## config.mk

```make
export PLATFORM = sky130hd
export DESIGN_NAME = pipe_stage_reg
export DESIGN_NICKNAME = d
export VERILOG_FILES = /design/src/rtl/pipe_stage_reg.sv
export SDC_FILE = /design/constraint.sdc
export NUM_CORES = 1
export LEC_CHECK = 0
export BUFFER_PORTS_ARGS = -buffer_cell sky130_fd_sc_hd__buf_4
export CORE_MARGIN = 1.5
export CORE_UTILIZATION = 57
export CTS_CLUSTER_DIAMETER = 50
export DETAILED_ROUTE_END_ITERATION = 10
export GPL_ROUTABILITY_DRIVEN = 0
export PLACE_DENSITY = 0.81
export SYNTH_ARGS = -nofsm -noshare
export SYNTH_HDL_FRONTEND = slang
export SYNTH_SLANG_ARGS = --single-unit
```

## constraint.sdc

```tcl
create_clock -name clk -period 5 [get_ports clk]
set_clock_uncertainty 0.15 [all_clocks]
set_input_delay 1 -clock clk [delete_from_list [all_inputs] [get_ports clk]]
set_output_delay 1 -clock clk [all_outputs]
set_load 0.005 [all_outputs]
```

## src/rtl/pipe_stage_reg.sv

```systemverilog
// Inter-stage pipeline register carrying LANES issue slots as one atomic group, with
// whole-stage flush, per-lane kill and an optional one-entry skid buffer.
module pipe_stage_reg #(
    parameter int unsigned LANES  = 2,
    parameter int unsigned DATA_W = 64,
    parameter bit          SKID   = 1'b1
) (
    input  logic                    clk,
    input  logic                    rst_n,
    input  logic [LANES-1:0]        pre_valid_i,
    input  logic [LANES*DATA_W-1:0] pre_data_i,
    output logic                    allowin_o,
    input  logic                    next_allowin_i,
    output logic [LANES-1:0]        now_valid_o,
    output logic [LANES*DATA_W-1:0] now_data_o,
    input  logic                    excep_flush_i,
    input  logic [LANES-1:0]        kill_mask_i,
    output logic                    skid_full_o
);

    localparam int unsigned W = LANES * DATA_W;

    logic [LANES-1:0] m_valid_q, m_valid_d;
    logic [LANES-1:0] s_valid_q, s_valid_d;
    logic [W-1:0]     m_data_q, m_data_d;
    logic [W-1:0]     s_data_q, s_data_d;
    logic             allowin_q, allowin_d;

    logic m_full, s_full, in_fire, out_fire;

    assign m_full   = |m_valid_q;
    assign s_full   = |s_valid_q;
    // With the skid buffer allowin is a flop, breaking the combinational chain upstream.
    assign allowin_o   = SKID ? allowin_q : (~m_full | next_allowin_i);
    assign in_fire     = |pre_valid_i & allowin_o;
    assign out_fire    = m_full & next_allowin_i;
    assign now_valid_o = m_valid_q;
    assign now_data_o  = m_data_q;
    assign skid_full_o = s_full;

    always_comb begin
        m_valid_d = m_valid_q;
        m_data_d  = m_data_q;
        s_valid_d = s_valid_q;
        s_data_d  = s_data_q;
        if (excep_flush_i) begin
            m_valid_d = '0;
            s_valid_d = '0;
        end else begin
            if (SKID) begin
                // A full S also refills M when a kill has left M empty.
                if (s_full && (out_fire || !m_full)) begin
                    m_valid_d = s_valid_q;
                    m_data_d  = s_data_q;
                    s_valid_d = '0;
                end else if (in_fire && (!m_full || out_fire)) begin
                    m_valid_d = pre_valid_i;
                    m_data_d  = pre_data_i;
                end else if (in_fire) begin
                    s_valid_d = pre_valid_i;
                    s_data_d  = pre_data_i;
                end else if (out_fire) begin
                    m_valid_d = '0;
                end
            end else begin
                if (in_fire) begin
                    m_valid_d = pre_valid_i;
                    m_data_d  = pre_data_i;
                end else if (out_fire) begin
                    m_valid_d = '0;
                end
            end
            m_valid_d = m_valid_d & ~kill_mask_i;
        end
        allowin_d = SKID ? ~|s_valid_d : 1'b1;
    end

    always_ff @(posedge clk or negedge rst_n) begin
        if (!rst_n) begin
            m_valid_q <= '0;
            m_data_q  <= '0;
            s_valid_q <= '0;
            s_data_q  <= '0;
            allowin_q <= 1'b1;
        end else begin
            m_valid_q <= m_valid_d;
            m_data_q  <= m_data_d;
            s_valid_q <= s_valid_d;
            s_data_q  <= s_data_d;
            allowin_q <= allowin_d;
        end
    end

endmodule
```

==> metrics.md, run 1 <==
| Metric | Value |
|---|---|
| Layout cell share with drive strength beyond 1 | `between 60% and 70%` |
| IR drop worst, VDD | `between 300 and 400 uV` |
| Die Y | `about 140 um` |
| Post_cts resized | `0` |
| P_leak | `about 6.5 nW` |
| Register bit total from synthesis | `261` |
| Initial antenna violation count | `0` |
| Hold Path Stages | `1` |
| Post-Syn Area | `around 11000 um^2` |
| CTS tree | `yes` |
| Req. time, crit path | `just under 4 ns` |
| WL met2 | `11.33 mm` |
| Clk buf depth | `3` |
| Final Routed Wirelength | `~23 mm` |
| PortBufs | `267` |
| Post-DRT Antenna Nets | `0` |
| Asr flop ratio synth | `100.0%` |
| Crit path max-delay cell type | `inv_4` |
| Most common cell after layout, fill and taps aside | `mux2_2` |
| Via-per-instance ratio | `5.380` |
| Routed met3 length | `1.813 mm` |
| Final min period | `around 2.9 ns` |
| CORE AREA | `19530 um^2` |
| Max Slew Vio Count | `0` |
| Largest net degree at the start of global routing | `140` |
| Number of synthesis warnings | `0` |
| Clk sinks | `261` |
| Worst Tran Pin Value | `approximately 1.0 ns` |
| DR vias | `about 6800` |
| Critical Path Stages | `3` |
| DRC errors left | `0` |
| Delay of the slowest critical-path stage | `~0.52 ns` |
| Fill cells | `approximately 1300` |
| Pwr/cell area | `around 460 nW/um^2` |
| Most frequent cells in the layout | `mux2_2 (284), buf_4 (270), dfrtp_1 (260)` |
| Fin crit share | `slightly below 60%` |
| First-pass GRT wire length | `roughly 37 mm` |
| Setup CP Type | `register to primary output` |
| Post-synthesis sequential area ratio | `a little under three fifths` |
| H-Tree Depth | `1` |
| Critical Path, Cell by Cell | `nor2_4 -> inv_4 -> buf_4` |
| MaxCap Viol Count | `0` |
| # diodes | `0` |
| Syn nets | `848` |
| Post-detailed-placement half-perimeter wirelength | `around 15 mm` |
| Max-slew headroom | `between 30% and 40%` |
| 1st-pass router iterations | `4` |
| Wire length on met1 | `a little over 9 mm` |
| Max layer used | `met4` |
| Fin util | `between 70% and 80%` |
| Hold Crit Class | `register to register` |
| RSZ-0062 raised after global routing | `no` |
| Chip width | `roughly 140 um` |
| Initial core utilization | `~58%` |
| # IOs | `between 200 and 300` |
| # rows | `51` |
| Clk slew on worst S/H paths | `0.06 ns` |
| Worst-Skew Late Latency | `roughly 0.52 ns` |
| Routed wire per std cell | `roughly 18 um` |
| Worst Setup Start Kind | `register` |
| Max FO, Critical Path | `roughly 50` |
| Worst EP arrival | `between 1.5 and 2 ns` |
| Fmax | `339.3 MHz` |
| P&R area growth vs syn | `27.28%` |
| Post-CTS setup buffers | `0` |
| Final setup violation count | `0` |
| Setup TNS | `0 ns` |
| Number of buffers created by CTS | `29` |
| CTS hold repair buffers | `0` |
| Crit path max-delay family | `buffers and inverters` |
| Status | `finished clean` |
| WP buf/inv | `2` |
| Reg2reg path depth | `5` |
| Root Driver | `clkbuf_16` |
| Fin. Hold Viols | `0` |
| Vias in the first global route | `slightly above 7000` |
| Crit path capture type | `primary output` |
| Syn avg cell area | `15.97 um^2` |
| Netlist cell types | `25` |
| Cells after Synth | `712` |
| Post-layout net count | `approximately 1100` |
| GRT overflow | `0` |
| Initial DRC Count | `roughly 240` |
| Number of flops mapped to enable cells by yosys | `0` |
| GR Util All Layers | `22.48%` |
| Die footprint | `between 20000 and 25000 um^2` |
| Top_reg_cell synth | `dfrtp_1` |
-- state kept, by name (all words and copies together) (netlist names) --
register / flops
s_data_q: 128
now_valid_o: 2
s_valid_q: 2
allowin_o: 1
now_data_o: 128
-- path summary, 6_finish.rpt --
check                             start              end  slack (ns)
max                        s_valid_q[0]      skid_full_o        2.05
min                        s_data_q[60]     s_data_q[60]        0.35
max reg2reg                s_valid_q[0]   now_data_o[32]        2.49
min reg2reg                s_data_q[60]     s_data_q[60]        0.35
max in group asynchronous         rst_n     s_data_q[90]        3.17
min in group asynchronous         rst_n  now_data_o[109]        0.45
-- layer usage --
metal | track usage, % | up-vias
met4 | 8.347 | 0
li1 | - | 3105
met1 | 27.61 | 3427
met2 | 37.45 | 199
met5 | 0 | -
met3 | 6.954 | 53
-- power breakdown --
part / internal [mW] / total (mW) / switching [mW]
logic: 0.948 / 1.44 / 0.497
clock network: 1.30 / 2.12 / 0.825
registers: 2.73 / 3.04 / 0.308
-- per-stage QoR --
| step | hold WS (ns) | total power [mW] | std cells | area, um^2 | worst slack (ns) |
|---|---|---|---|---|---|
| final | 0.3509 | 6.604 | 1261 | 14470 | 2.053 |
| after global routing | 0.3666 | 6.952 | 1261 | 14470 | 1.944 |
| after CTS | 0.3546 | 6.681 | 1261 | 14470 | 2.017 |
| after detailed placement | 0.3417 | 4.531 | 1210 | 13500 | 2.094 |
| after global placement | 0.3345 | 4.451 | 1210 | 13500 | 2.113 |
| after floorplan | 0.3249 | 3.801 | 712 | 11370 | 2.598 |
-- worst register-to-register path: stages, from the launching register on --
cell,delay (ns)
dfrtp_1,0.42
nor2_4,0.09
inv_4,0.52
buf_12,0.47
mux2_1,0.47
mux2_2,0.27
-- cell usage after synthesis, types with 2 or more instances --
master,instances,area [um^2]
a2111oi_0,2,17.52
a21bo_2,2,20.02
a21oi_1,2,10.01
buf_2,5,25.02
buf_4,25,187.7
buf_6,11,123.9
dfrtp_1,260,6506
mux2_1,100,1126
mux2_2,284,3198
nand2_1,2,7.510
nand2b_1,2,12.51
nand3_1,2,10.01
nor3b_1,2,15.01
o21ai_0,2,10.01
-- kinds of logic after synthesis --
| family | share of synthesized area (%) |
|---|---|
| simple gates | 0.5391 |
| buf+inv | 3.026 |
| mux | 38.03 |
| compound gates | 0.9574 |
| flops | 57.45 |
-- layout make-up --
cell class                 count  area [um^2]  share of cell area, %
tap                          265        331.6                  2.291
inverter                       1        6.256                0.04323
timing repair buffer         275         2122                  14.66
sequential                   261         6533                  45.14
clock inverter                 9        108.9                 0.7521
multi-input combinational    408         4507                  31.14
clock buffer                  42        864.6                  5.974
No activity file was read; power rests on OpenSTA's default activity.
==> run 2: changes to the inputs <==
CORE_UTILIZATION = 54   (was 57)
PLACE_DENSITY = 0.77   (was 0.81)
clock period = 3 ns   (was 5 ns; I/O delays follow)
==> run 2 against run 1 <==
Net effect: critical endpoint is now now_data_o[33]; flip-flop and latch count unchanged; die area rose by 5.4%; combinational power rose by 69%; sequential share of layout area decreased by 0.45 points; cell count is 1.0% higher; global-route usage is 0.77 points lower; register-to-register slack lost 1.7 ns; via count rose by 0.24%; count of clock-buffer cells in the layout increased by 1; core utilization fell by 2.6 points.
==> metrics.md, run 2 (synthesis results as in run 1) <==
| Metric | Value |
|---|---|
| MaxCap Viol Count | `0` |
| Setup TNS | `0 ns` |
| Clk buf depth | `3` |
| Switching power share of the total | `about a quarter` |
| Routed wire per std cell | `between 15 and 20 um` |
| Most frequent cells in the layout | `mux2_2 (284), buf_4 (269), dfrtp_1 (260)` |
| P_leak | `6.570 nW` |
| Clk slew on worst S/H paths | `~0.06 ns` |
| Int Power | `roughly 8.4 mW` |
| H-Tree Depth | `1` |
| Fin. Hold Viols | `0` |
| Multi-input logic area | `4507 um^2` |
| Post-detailed-placement half-perimeter wirelength | `about 15 mm` |
| Tightest hold margin | `between 0.06 and 0.07 ns` |
| Flop pwr share | `about 45%` |
| Final Routed Wirelength | `about 24 mm` |
| Most common cell after layout, fill and taps aside | `mux2_2` |
| Vias in the first global route | `around 7300` |
| DR vias | `6800` |
| Pwr/cell area | `roughly 760 nW/um^2` |
| Clock power frac | `33.0%` |
| Post_cts resized | `0` |
| Delay of the slowest critical-path stage | `slightly below 0.6 ns` |
| Clk sinks | `roughly 260` |
| R2R setup slack | `0.74 ns` |
| # diodes | `0` |
| Fin crit share | `75.32%` |
| Final setup violation count | `0` |
| Crit path max-delay family | `flip-flops` |
| Comb pwr share | `between 20 and 25%` |
| Crit path max-delay cell type | `dfstp_2` |
| Critical Path, Cell by Cell | `o21ai_1 -> a211oi_4 -> buf_12 -> mux2_2` |
| GR Util All Layers | `between 20% and 30%` |
| Hold Crit Class | `input pin to register` |
| Status | `finished clean` |
| Final WS setup | `roughly 0.74 ns` |
| 1st-pass router iterations | `4` |
| # IOs | `between 200 and 300` |
| PortBufs | `between 200 and 300` |
| Via-per-instance ratio | `roughly 5.3` |
| IR drop worst, VDD | `532.9 uV` |
| Storage element area | `roughly 6500 um^2` |
| Post-layout net count | `about 1100` |
| WP buf/inv | `1` |
| Inst Count DP | `around 1200` |
| Root Driver | `clkbuf_16` |
| Initial DRC Count | `between 200 and 250` |
| Largest net degree at the start of global routing | `79` |
| P&R area growth vs syn | `28.55%` |
| GRT overflow | `0` |
| Worst EP arrival | `roughly 2.5 ns` |
| Worst Tran Pin Value | `0.4942 ns` |
| CTS tree | `yes` |
| Layout cell share with drive strength beyond 1 | `between 60% and 70%` |
| Post-DRT Antenna Nets | `0` |
| Req. time, crit path | `3.26 ns` |
| Number of buffers created by CTS | `31` |
| CORE AREA | `between 20000 and 25000 um^2` |
| Max Slew Vio Count | `0` |
| First-pass GRT wire length | `38.02 mm` |
| Max-slew headroom | `between 60% and 70%` |
| Die Y | `~150 um` |
| Setup CP Type | `register to register` |
| Worst Setup Start Kind | `register` |
| Crit path capture type | `register` |
| Initial antenna violation count | `0` |
| # rows | `52` |
| Fill cells | `roughly 1400` |
| Final min period | `between 2 and 2.5 ns` |
| Fmax | `442.5 MHz` |
| Worst-Skew Late Latency | `~0.55 ns` |
| Die footprint | `approximately 22000 um^2` |
| Chip width | `between 100 and 150 um` |
| DRC errors left | `0` |
| Initial core utilization | `between 50 and 60%` |
| Max FO, Critical Path | `68` |
| Fin cells | `~1300` |
| Dpl ws | `between 0.5 and 0.6 ns` |
| NetSw | `about 2.7 mW` |
| RSZ-0062 raised after global routing | `no` |
run 2: cell types whose count changed in the layout (fill, tap and decap cells not counted), sizes merged:
cell and delta:
clkinv +3, dlygate4sd3 +1, inv -1, buf +3
bufinv +1, clkbuf +1
run 2: cell type report:
type / count / share of cell area, %
flip-flops and latches: 261 / 44.69
multi-input cells: 408 / 30.83
repair buffers: 279 / 15.08
clock buffers: 43 / 6.026
well taps: 270 / 2.311
clock inverters: 12 / 1.019
inverters: 1 / 0.04280
run 2: final timing paths:
check,start,cells after the start,endpoint
max reg2reg,allowin_o,4,now_data_o[33]
min,kill_mask_i[1],2,now_valid_o[1]
max,allowin_o,4,now_data_o[33]
max in group asynchronous,rst_n,3,now_data_o[93]
min reg2reg,s_data_q[38],1,s_data_q[38]
min in group asynchronous,rst_n,2,now_data_o[50]
run 2: worst register-to-register path, cell delays in order, from the launching register on:
cell	delay, ns
dfstp_2	0.58
o21ai_1	0.17
a211oi_4	0.38
buf_12	0.38
mux2_2	0.47
run 2: routing by layer:
layer | GRT usage [%] | vias up | routed length, um
li1 | - | 3145 | -
met1 | 27.35 | 3415 | 9774
met2 | 36.57 | 193 | 11490
met3 | 5.920 | 47 | 1699
met4 | 6.931 | 0 | 626
met5 | 0 | - | 0
run 2: power groups by stage:
stage,Clock (mW),Combinational (mW),Sequential [mW]
after floorplan,0,1.31,5.03
final,3.69,2.43,5.05
after global placement,0,2.39,5.06
after CTS,3.79,2.48,5.06
after detailed placement,0,2.46,5.10
after global routing,3.93,2.63,5.19
run 2: repair_timing:
item,in CTS,in global routing
hold endpoints to repair,57,0
endpoints found under the setup margin,0,0
setup buffers,0,0
hold buffers,1,0
run 2: per-stage QoR:
step	instance area, um^2	utilization, %	power [mW]
5_1_grt	14620	71.55	11.75
6_report	14620	71.55	11.17
3_3_place_gp	13580	66.46	7.448
4_1_cts	14620	71.55	11.32
2_1_floorplan	11370	-	6.335
3_5_place_dp	13580	66.46	7.562
==> run 3: changes to the inputs <==
CORE_UTILIZATION = 49   (was 54)
PLACE_DENSITY = 0.74   (was 0.77)
clock period = 1.83 ns   (was 3 ns; I/O delays follow)
==> run 3 against run 2 <==
Net effect: the run now ends with setup timing left; count of clock-buffer cells in the layout shrank 5; cell count is 18% higher; power up 81%; flip-flop and latch count stayed put; via count increased by 18%.
==> metrics.md, run 3 (synthesis results as in run 1) <==
| Metric | Value |
|---|---|
| Status | `finished with violations` |
| Failing checks | `setup timing` |
| Clk slew on worst S/H paths | `approximately 0.070 ns` |
| Most common cell after layout, fill and taps aside | `buf_4` |
| Largest net degree at the start of global routing | `between 50 and 60` |
| P_leak | `between 8 and 9 nW` |
| Min-Delay Endpoint | `now_valid_o[0]` |
| Die Y | `~160 um` |
| Die footprint | `24130 um^2` |
| Reg2reg path depth | `6` |
| Setup CP Type | `register to register` |
| Origin of the critical flop-to-flop path | `allowin_o` |
| CTS tree | `yes` |
| First-pass GRT wire length | `~45 mm` |
| Fill cells | `1200` |
| Most frequent cells in the layout | `buf_4 (288), dfrtp_1 (260), mux2_4 (209)` |
| DRC errors left | `0` |
| Storage element area | `~6500 um^2` |
| Final WS setup | `-0.2419 ns` |
| Fmax | `482.6 MHz` |
| Post-DRT Antenna Nets | `0` |
| Layout cell share with drive strength beyond 1 | `slightly below 60%` |
| Fin crit share | `113.2%` |
| DR vias | `approximately 8000` |
| Chip width | `155.3 um` |
| Number of buffers created by CTS | `29` |
| Hold Crit Class | `input pin to register` |
| Initial antenna violation count | `1` |
| IR drop worst, VDD | `1010 uV` |
| P&R area growth vs syn | `58.44%` |
| # IOs | `268` |
| Fin cells | `between 1500 and 2000` |
| PnR Total Power | `just over 20 mW` |
| Initial DRC Count | `between 200 and 300` |
| RSZ-0062 raised after global routing | `yes` |
| Inst Count DP | `roughly 1300` |
| Worst Setup Start Kind | `register` |
| Clk buf depth | `3` |
| R2R setup slack | `-0.24 ns` |
| Final setup violation count | `between 200 and 250` |
| Final Routed Wirelength | `33.12 mm` |
| Vias in the first global route | `approximately 8300` |
| Post-layout net count | `around 1300` |
| Initial core utilization | `between 50% and 60%` |
| CORE AREA | `~23000 um^2` |
| Worst Tran Pin Value | `around 0.36 ns` |
| Worst EP arrival | `~2.3 ns` |
| Routed wire per std cell | `between 20 and 25 um` |
| Req. time, crit path | `2.10 ns` |
| Fin. Hold Viols | `0` |
| MaxCap Viol Count | `0` |
| Max FO, Critical Path | `8` |
| Hold Path Stages | `3` |
| Clk sinks | `approximately 260` |
| Pwr/cell area | `~1100 nW/um^2` |
| RR Endpoint | `now_data_o[36]` |
| H-Tree Depth | `1` |
| Root Driver | `clkbuf_16` |
| 1st-pass router iterations | `4` |
| Crit path capture type | `register` |
| Worst-Skew Late Latency | `around 0.54 ns` |
| Max Slew Vio Count | `0` |
| # rows | `55` |
| GRT overflow | `0` |
| Hold wc startpoint | `next_allowin_i` |
| Post-detailed-placement half-perimeter wirelength | `approximately 17 mm` |
| Via-per-instance ratio | `5.331` |
| Fin util | `roughly four fifths` |
| Final min period | `2.072 ns` |
| Dpl ws | `-0.2203 ns` |
| GR Util All Layers | `between 20% and 30%` |
| Multi-input logic area | `~5300 um^2` |
| PortBufs | `~270` |
| Max-slew headroom | `between 70% and 80%` |
## run 3: critical path: stages, from the launching register on
cell and delay, ns:
dfstp_2 0.56, o21ai_4 0.09, a211oi_4 0.30, buf_6 0.19, buf_12 0.16, clkbuf_16 0.18, mux2_4 0.31
## run 3: layer usage
layer / GRT usage, % / up-vias / routed length (um)
li1: - / 3536 / -
met1: 30.47 / 4160 / 14180
met2: 39.07 / 248 / 16440
met3: 5.237 / 58 / 1768
met4: 5.850 / 0 / 733
met5: 0 / - / 0
## run 3: repair_timing
item,in CTS,in global routing
setup endpoints to repair,254,258
resized for setup,64,206
setup buffers,8,16
hold endpoints to repair,394,0
pin swaps,3,3
gates cloned,2,17
hold buffers,133,0
## run 3: worst max path at each step
stage	start	end	slack, ns	depth (start not counted)
2_1_floorplan	allowin_o	s_data_q[100]	0.0006	5
3_3_place_gp	allowin_o	now_data_o[21]	-0.16	4
3_5_place_dp	allowin_o	now_data_o[19]	-0.22	4
4_1_cts	allowin_o	now_data_o[67]	-0.15	5
5_1_grt	allowin_o	now_data_o[36]	-0.28	6
6_report	allowin_o	now_data_o[36]	-0.24	6
## run 3: per-stage QoR
step	hold slack, ns	setup TNS, ns	instance area (um^2)
floorplan	-0.07959	0	11380
global placement	0.1287	-23.60	14000
detailed placement	0.1294	-33.86	14000
CTS	0.03729	-20.13	16710
global route	0.05385	-34.70	18010
finish	0.05308	-24.18	18020
## run 3: power by group
part	switching, mW	total [mW]	leakage, nW	internal [mW]
clock	2.44	6.10	0.487	3.65
sequential	1.03	8.49	3.13	7.46
combinational	1.78	5.66	4.79	3.88
total	5.25	20.2	8.40	15.0
## run 3: layout make-up
class	count	share of cell area, %
Antenna cell	2	0.02778
Clock buffer	38	4.438
Clock inverter	16	1.118
Inverter	1	0.03472
Multi-Input combinational cell	408	29.60
Sequential cell	261	36.26
Tap cell	285	1.979
Timing Repair Buffer	490	26.54
